### config.mk
export PLATFORM = sky130hd
export DESIGN_NAME = ps2_host_tx
export DESIGN_NICKNAME = d
export VERILOG_FILES = /design/src/rtl/ps2_host_tx.sv
export SDC_FILE = /design/constraint.sdc
export NUM_CORES = 1
export LEC_CHECK = 0
export CAP_MARGIN = 25
export CORE_AREA = 2 2 82 84
export CTS_BUF_LIST = sky130_fd_sc_hd__clkbuf_4 sky130_fd_sc_hd__clkbuf_8 sky130_fd_sc_hd__clkbuf_16
export CTS_CLUSTER_SIZE = 8
export DETAILED_ROUTE_END_ITERATION = 16
export DIE_AREA = 0 0 84 86
export PLACE_DENSITY = 0.86
export RECOVER_POWER = 100
export SETUP_SLACK_MARGIN = 0.2
export SLEW_MARGIN = 20
export SYNTH_ARGS = -nofsm -noshare
export SYNTH_HDL_FRONTEND = slang
export SYNTH_SLANG_ARGS = --single-unit
### constraint.sdc
create_clock -name clk -period 2.15 [get_ports clk]
set_input_delay 0.43 -clock clk [delete_from_list [all_inputs] [get_ports clk]]
set_output_delay 0.43 -clock clk [all_outputs]
set_load 0.05 [all_outputs]
### src/rtl/ps2_host_tx.sv
// Host-to-device PS/2 transmitter: inhibit, request-to-send, 11-bit frame, ACK check, done/err report.
// Optional PS2_TX_RETRY_EN: a failed first attempt is re-run once from INHIBIT before err is reported.
module ps2_host_tx #(
    parameter int INHIBIT_CYCLES = 5000,
    parameter int TIMEOUT_CYCLES = 1000000,
    parameter int FILTER_LEN     = 4
) (
    input  logic       clk,
    input  logic       rst_n,
    input  logic [7:0] tx_data,
    input  logic       tx_valid,
    output logic       tx_ready,
    input  logic       kclk_in,
    input  logic       kdata_in,
    output logic       kclk_oe,
    output logic       kdata_oe,
    output logic       busy,
    output logic       done,
    output logic       err
);

    localparam int INH_W = $clog2(INHIBIT_CYCLES + 1);
    localparam int TO_W  = $clog2(TIMEOUT_CYCLES + 1);
    localparam int FLT_W = $clog2(FILTER_LEN + 1);
    localparam logic [INH_W-1:0] INH_LAST = INH_W'(INHIBIT_CYCLES - 1);
    localparam logic [TO_W-1:0]  TO_LAST  = TO_W'(TIMEOUT_CYCLES - 1);
    localparam logic [FLT_W-1:0] FLT_LAST = FLT_W'(FILTER_LEN - 1);

    typedef enum logic [2:0] {IDLE, INHIBIT, FRAME, ACK, WAIT_REL} state_t;

    state_t             state, state_n;
    logic [1:0]         kclk_sync, kdata_sync;
    logic               kclk_filt, kdata_filt, kclk_prev;
    logic [FLT_W-1:0]   kclk_fcnt, kdata_fcnt;
    logic               fall;
    logic [9:0]         frame_q, frame_n;
    logic [3:0]         bit_idx, bit_idx_n;
    logic [INH_W-1:0]   inh_cnt, inh_cnt_n;
    logic [TO_W-1:0]    to_cnt, to_cnt_n;
    logic               ack_ok, ack_ok_n;
    logic               kclk_oe_n, kdata_oe_n, done_n, err_n;
    logic               fail;
    logic               can_retry;

    // Lines idle high, so the synchronizers and filters reset to 1.
    always_ff @(posedge clk or negedge rst_n) begin
        if (!rst_n) begin
            kclk_sync  <= 2'b11;
            kdata_sync <= 2'b11;
            kclk_filt  <= 1'b1;
            kdata_filt <= 1'b1;
            kclk_prev  <= 1'b1;
            kclk_fcnt  <= '0;
            kdata_fcnt <= '0;
        end else begin
            kclk_sync  <= {kclk_sync[0], kclk_in};
            kdata_sync <= {kdata_sync[0], kdata_in};
            kclk_prev  <= kclk_filt;
            if (kclk_sync[1] == kclk_filt) begin
                kclk_fcnt <= '0;
            end else if (kclk_fcnt == FLT_LAST) begin
                kclk_filt <= kclk_sync[1];
                kclk_fcnt <= '0;
            end else begin
                kclk_fcnt <= kclk_fcnt + 1'b1;
            end
            if (kdata_sync[1] == kdata_filt) begin
                kdata_fcnt <= '0;
            end else if (kdata_fcnt == FLT_LAST) begin
                kdata_filt <= kdata_sync[1];
                kdata_fcnt <= '0;
            end else begin
                kdata_fcnt <= kdata_fcnt + 1'b1;
            end
        end
    end

    assign fall = kclk_prev & ~kclk_filt;

    always_ff @(posedge clk or negedge rst_n) begin
        if (!rst_n) begin
            state    <= IDLE;
            frame_q  <= '0;
            bit_idx  <= '0;
            inh_cnt  <= '0;
            to_cnt   <= '0;
            ack_ok   <= 1'b0;
            kclk_oe  <= 1'b0;
            kdata_oe <= 1'b0;
            done     <= 1'b0;
            err      <= 1'b0;
        end else begin
            state    <= state_n;
            frame_q  <= frame_n;
            bit_idx  <= bit_idx_n;
            inh_cnt  <= inh_cnt_n;
            to_cnt   <= to_cnt_n;
            ack_ok   <= ack_ok_n;
            kclk_oe  <= kclk_oe_n;
            kdata_oe <= kdata_oe_n;
            done     <= done_n;
            err      <= err_n;
        end
    end

    // A done/err pulse holds the current state for one cycle so tx_ready rises after the pulse.
    always_comb begin
        state_n    = state;
        frame_n    = frame_q;
        bit_idx_n  = bit_idx;
        inh_cnt_n  = inh_cnt;
        to_cnt_n   = to_cnt;
        ack_ok_n   = ack_ok;
        kclk_oe_n  = kclk_oe;
        kdata_oe_n = kdata_oe;
        done_n     = 1'b0;
        err_n      = 1'b0;
        fail       = 1'b0;
        if (done || err) begin
            state_n = IDLE;
        end else begin
            case (state)
                IDLE: begin
                    if (tx_valid) begin
                        frame_n   = {1'b1, ~^tx_data, tx_data};
                        inh_cnt_n = '0;
                        kclk_oe_n = 1'b1;
                        state_n   = INHIBIT;
                    end
                end
                INHIBIT: begin
                    if (inh_cnt == INH_LAST) begin
                        kclk_oe_n  = 1'b0;
                        kdata_oe_n = 1'b1;
                        bit_idx_n  = '0;
                        to_cnt_n   = '0;
                        state_n    = FRAME;
                    end else begin
                        inh_cnt_n = inh_cnt + 1'b1;
                    end
                end
                FRAME: begin
                    if (fall) begin
                        kdata_oe_n = ~frame_q[bit_idx];
                        bit_idx_n  = bit_idx + 1'b1;
                        to_cnt_n   = '0;
                        if (bit_idx == 4'd9) begin
                            state_n = ACK;
                        end
                    end else if (to_cnt == TO_LAST) begin
                        fail = 1'b1;
                    end else begin
                        to_cnt_n = to_cnt + 1'b1;
                    end
                end
                ACK: begin
                    if (fall) begin
                        ack_ok_n = ~kdata_filt;
                        to_cnt_n = '0;
                        state_n  = WAIT_REL;
                    end else if (to_cnt == TO_LAST) begin
                        fail = 1'b1;
                    end else begin
                        to_cnt_n = to_cnt + 1'b1;
                    end
                end
                WAIT_REL: begin
                    if (kclk_filt && kdata_filt) begin
                        if (ack_ok) begin
                            done_n = 1'b1;
                        end else begin
                            fail = 1'b1;
                        end
                    end else if (fall) begin
                        to_cnt_n = '0;
                    end else if (to_cnt == TO_LAST) begin
                        fail = 1'b1;
                    end else begin
                        to_cnt_n = to_cnt + 1'b1;
                    end
                end
                default: begin
                    state_n = IDLE;
                end
            endcase
        end
        if (fail) begin
            kdata_oe_n = 1'b0;
            if (can_retry) begin
                kclk_oe_n = 1'b1;
                inh_cnt_n = '0;
                state_n   = INHIBIT;
            end else begin
                kclk_oe_n = 1'b0;
                err_n     = 1'b1;
            end
        end
    end

`ifdef PS2_TX_RETRY_EN
    logic retried;

    // One retry per accepted byte; cleared whenever the transmitter is idle.
    always_ff @(posedge clk or negedge rst_n) begin
        if (!rst_n) begin
            retried <= 1'b0;
        end else if (state == IDLE) begin
            retried <= 1'b0;
        end else if (fail) begin
            retried <= 1'b1;
        end
    end

    assign can_retry = ~retried;
`else
    assign can_retry = 1'b0;
`endif

    assign tx_ready = (state == IDLE);
    assign busy     = (state != IDLE);

endmodule
-- After elaboration in Yosys (flattened, before gate mapping)
Cells that the tools add are included.
- register bits after elaboration: 68
- input port bits: 13
- logic and storage cells: 122
- add/subtract/negate cells: 5
- order comparisons: 1
- equal/unequal tests: 26
- muxes and demuxes: 45
- bitwise operators: 7
- reduce and logical (&&, ||, !) cells: 21
- operator list (operator ; number):
    20-bit 2-to-1 mux ; 4
    20-bit case mux with 3 select lines ; 1
    3-bit 2-to-1 mux ; 10
    13-bit 2-to-1 mux ; 2
    13-bit case mux with 2 select lines ; 1
    20-bit by 1-bit adder with 20-bit output (second input constant) ; 1
    20-bit equality test (second input constant) ; 1
    4-bit AND reduction ; 5
    1-bit 2-to-1 mux ; 19
    3-bit inequality test (second input constant) ; 6
    3-bit case mux with 5 select lines ; 1
    2-bit inequality test (second input constant) ; 7
    13-bit by 1-bit adder with 13-bit output (second input constant) ; 1
    13-bit equality test (second input constant) ; 1
    3-bit by 2-bit equality test with 1-bit output (second input constant) ; 4
    3-bit nonzero test ; 4
    4-bit 2-to-1 mux ; 2
    4-bit case mux with 2 select lines ; 1
    8-bit XNOR reduction ; 1
    3-bit by 1-bit adder with 3-bit output (second input constant) ; 2
    3-bit by 2-bit inequality test with 1-bit output (second input constant) ; 2
    1-bit inverter ; 6
    1-bit case mux with 2 select lines ; 3
    3-bit AND reduction ; 2
    other kinds (15) ; 18

-- Logic depth before layout (Yosys ltp)
- depth after elaboration: 8
- gate-level depth with buffers: 8
- gate-level depth less buffers: 7

-- Least setup slack after synthesis
OpenSTA, ideal clock, no wires.
- path type: register to output
- start: register state[0]
- end: output port busy
- arrival time: 2462 ps
- path slack: -742 ps
- stages on the path, launching flop included: 4
- cells stage by stage: dfrtp_1 clkbuf_1 nor3_1 inv_1
- longest elaborated chain between the ends: 1
- RTL lines (what ; RTL line ; RTL):
    from (decl) ; 31 ; state_t state, state_n;
    from (signal assigned) ; 93 ; state <= state_n;
    3-bit nonzero test ; 220 ; assign busy = (state != IDLE);
    to (decl) ; 17 ; output logic busy,
No other way between the ends.

-- Worst setup path in the final report
- start: register state[2]
- end: register bit_idx[3]
- longest elaborated chain between the ends: 3
- elaborated cells between the ends (all ways): 7
- RTL lines (what ; RTL line ; RTL):
    3-bit by 1-bit equality test with 1-bit output or 3-bit by 2-bit equality test with 1-bit output (tied branches) ; 122 ; case (state)
    2-bit inequality test (no source line) or 2-bit nonzero test (tied branches) ; - ;
    4-bit AND reduction (no source line) ; - ;
    to (signal assigned) ; 95 ; bit_idx <= bit_idx_n;
    to (decl) ; 37 ; logic [3:0] bit_idx, bit_idx_n;
Parallel ways exist; a longest one is shown, timed or not.
A chain may end at the register's enable or synchronous reset.

==> impl_metrics.env <==
export IMPL_pin_count_of_the_biggest_net_entering_global_routing=25
export IMPL_leakage_power_summed_over_all_cells_nw=1.90
export IMPL_gr_ovfl_total=0
export IMPL_finalSetupTns_ps=0
export IMPL_ctsRootBufferMaster="clkbuf_8"
export IMPL_first_global_vias=3090
export IMPL_post_synth_cell_area_avg_um2=10.3
export IMPL_initial_utilization=0.590
export IMPL_port_buffers=18
export IMPL_maxCapViolations=0
export IMPL_die_x_um=84
export IMPL_vias=3116
export IMPL_status="completed"
export IMPL_floorplan_io_pins=19
export IMPL_cp_required_ps=2380
export IMPL_total_cts_buffers=9
export IMPL_cp_arrival_ps=2260
export IMPL_wire_length_of_the_first_global_routing_pass_um=14200
export IMPL_met2_wirelength_um=4690
export IMPL_initial_antenna_violation_count=0
export IMPL_proportion_of_synthesized_flip_flops_having_asynchronous_set_or_reset=1.00
export IMPL_finalCoreUtilization=0.727
export IMPL_drt_iter0_drc=264
export IMPL_post_place_cells=466
export IMPL_post_route_cells_drive_above_1_share=0.268
export IMPL_avgRoutedWirePerCell_um=18.4
export IMPL_synth_yosys_seq_area_share=0.462
export IMPL_fin_worst_skew_ps=10.1
export IMPL_share_comb_of_total_power=0.092
export IMPL_worst_setup_path_startpoint="state[2]"
export IMPL_place_area_um2=4120
export IMPL_rr_startpoint="state[2]"
export IMPL_timing_max_slew_rel_slack=0.172
export IMPL_residual_drc=0
export IMPL_drt_wl_total_um=9160
export IMPL_synth_top_cells_by_area="dfrtp_1 (41%), nand2_1 (5.7%), dfstp_2 (5.0%), nor2_1 (2.9%), a31oi_1 (2.9%)"
export IMPL_netSwitchingFraction=0.234
export IMPL_layout_cell_area_non_filler_um2=4560
export IMPL_post_synth_top_area_cell="dfrtp_1"
export IMPL_share_clk_of_total_power=0.421
export IMPL_ys_dominant_reg_cell="dfrtp_1"
export IMPL_path_clk_slew_ps=80
export IMPL_gp_congestion=0.863
export IMPL_die_h_um=86
export IMPL_first_pass_iters=4
export IMPL_synth_enable_flop_cells=0
export IMPL_hpwl_after_dpl_um=5550
export IMPL_power_sequential_fraction=0.487
export IMPL_num_nets_final=435
export IMPL_period_share=0.947
export IMPL_synthMostInstantiatedCell="dfrtp_1"
export IMPL_post_synth_inst_count=361
export IMPL_worst_slew_pin_slew_ps=1240
export IMPL_power_switching_mw=0.681
export IMPL_max_freq_mhz=491
export IMPL_placement_rows=29
export IMPL_timing_critical_path_fanout_max=6
export IMPL_synth_nets=380
export IMPL_synth_largest_type_area_fraction=0.412
export IMPL_report_final_slew_viol_count=0
export IMPL_max_clock_path_buffers=2
export IMPL_timing_final_hold_violations=0
export IMPL_crit_type="register to register"
export IMPL_peakVddDrop_uv=406
export IMPL_mappedNetlistArea_um2=3700
export IMPL_synthTopCellsByCount="dfrtp_1 (61), nand2_1 (56), nor2_1 (29), a31oi_1 (17), nand3_1 (13)"
export IMPL_flow_area_growth_from_synthesis_pct=23.1
export IMPL_avgViaCountPerCell=6.26
export IMPL_critical_path_endpoint_type="register"
export IMPL_topRoutingLayerUsed="met4"
export IMPL_h_tree_depth=3
export IMPL_grt_usage=0.245
export IMPL_startpoint_type="register"
export IMPL_final_setup_viols=0
export IMPL_grt_setup_unrepaired="true"
export IMPL_post_layout_nonfiller_instances=498
export IMPL_yosys_register_bits=68
export IMPL_clock_insertion_delay_worst_skew_ps=340
export IMPL_postRouteAntennaNets=0
export IMPL_core_um2=6280
export IMPL_tritoncts="yes"
export IMPL_powerDensity_nw_per_um2=637
export IMPL_yosys_cell_types_count=61
export IMPL_final_min_clock_period_ps=2040
export IMPL_tritoncts_num_sinks=68
export IMPL_drt_met1_wl_um=3830
export IMPL_dieArea_um2=7220
export IMPL_cts_hold_repair_buffers=0
export IMPL_yosys_warnings=0
export IMPL_worstHoldPathType="primary input to asynchronous set/reset pin"
export IMPL_cell_internal_pwr_mw=2.23
export IMPL_antennaDiodeCount=0
export IMPL_wl_met3_um=335
==> registers in the layout, summed over array words and instances (netlist names), 2 cells and up <==
signal and cells:
inh_cnt 13, state 3, bit_idx 4, kdata_fcnt 3, kclk_fcnt 3, to_cnt 20, frame_q 10, kdata_sync 2
kclk_sync 2
==> critical path: stages, from the launching register on <==
cell	delay, ps
dfrtp_1	440
clkbuf_1	200
nor3b_1	290
nand4_1	200
buf_4	210
a211oi_1	290
xnor2_1	200
nor2_1	90
==> cells by family (layout without fill, tap and decap cells) <==
logic type               Yosys count  after routing  share of synthesized area
AND/OR/NAND/NOR                  169            169                      0.262
AO/OA/AOI/OAI                     71             71                      0.151
buffers and inverters             19             79                     0.0277
XOR/XNOR                          21             21                     0.0496
flip-flops                        68             68                      0.462
adder cells (fa/ha/maj)            6              6                     0.0203
multiplexers                       7              7                     0.0270
==> power groups by stage <==
| stage | combinational [mW] | sequential, mW | clock (mW) |
|---|---|---|---|
| final | 0.268 | 1.42 | 1.22 |
| after global routing | 0.299 | 1.43 | 1.29 |
| after CTS | 0.277 | 1.42 | 1.24 |
| after detailed placement | 0.267 | 1.44 | 0 |
| after global placement | 0.252 | 1.43 | 0 |
| after floorplan | 0.156 | 1.43 | 0 |
==> metal layers <==
| metal | GRT usage | vias to the layer above |
|---|---|---|
| met5 | 0 | - |
| met4 | 0.106 | 0 |
| met3 | 0.0539 | 35 |
| met2 | 0.400 | 98 |
| met1 | 0.319 | 1558 |
| li1 | - | 1425 |
==> repair_timing <==
item / CTS / global route
hold endpoints to repair: 0 / 0
endpoints found under the setup margin: 32 / 31
pin swaps: 3 / 10
resized for setup: 15 / 26
gates cloned: 0 / 0
buffers inserted: 4 / 12
==> final cells by class <==
| class | count | area (um^2) |
|---|---|---|
| Timing Repair Buffer | 58 | 485 |
| Multi-Input combinational cell | 274 | 2010 |
| Tap cell | 77 | 96.3 |
| Fill cell | 421 | 1720 |
| Clock inverter | 4 | 72.6 |
| Sequential cell | 68 | 1720 |
| Inverter | 5 | 18.8 |
| Clock buffer | 12 | 159 |
==> path summary, 6_finish.rpt <==
kind / cells past startpoint / slack, ps / to
max in group asynchronous: 2 / 540 / to_cnt[7]
setup / recovery: 7 / 110 / bit_idx[3]
min in group clk: 0 / 360 / kclk_sync[1]
setup reg to reg: 7 / 110 / bit_idx[3]
hold / removal: 1 / 320 / frame_q[9]
hold reg to reg: 0 / 360 / kclk_sync[1]
==> cells in the final DEF, fill, tap and decap left out, drive strengths merged, types with 6 or more instances in the layout <==
cell and count:
nand3 14, clkdlybuf4s50 9, dfstp 7, xor2 11, clkbuf 21, o21ai 11, a31oi 22, nor2b 6
nor2 30, and3 8, buf 34, a21oi 16, dfrtp 61, xnor2 10, o21a 6, nor3 10
nand2b 7, ha 6, nand4 6, nand2 56
==> through the flow <==
stage          hold WS, ps  worst slack (ps)  total power [mW]
5_1_grt                364             0.487              3.02
2_1_floorplan          134               163              1.58
3_5_place_dp           349              83.2              1.71
4_1_cts               81.1               207              2.94
3_3_place_gp           346               135              1.69
6_report               322               115              2.91
Note: power is estimated with default switching activity, not from simulation.
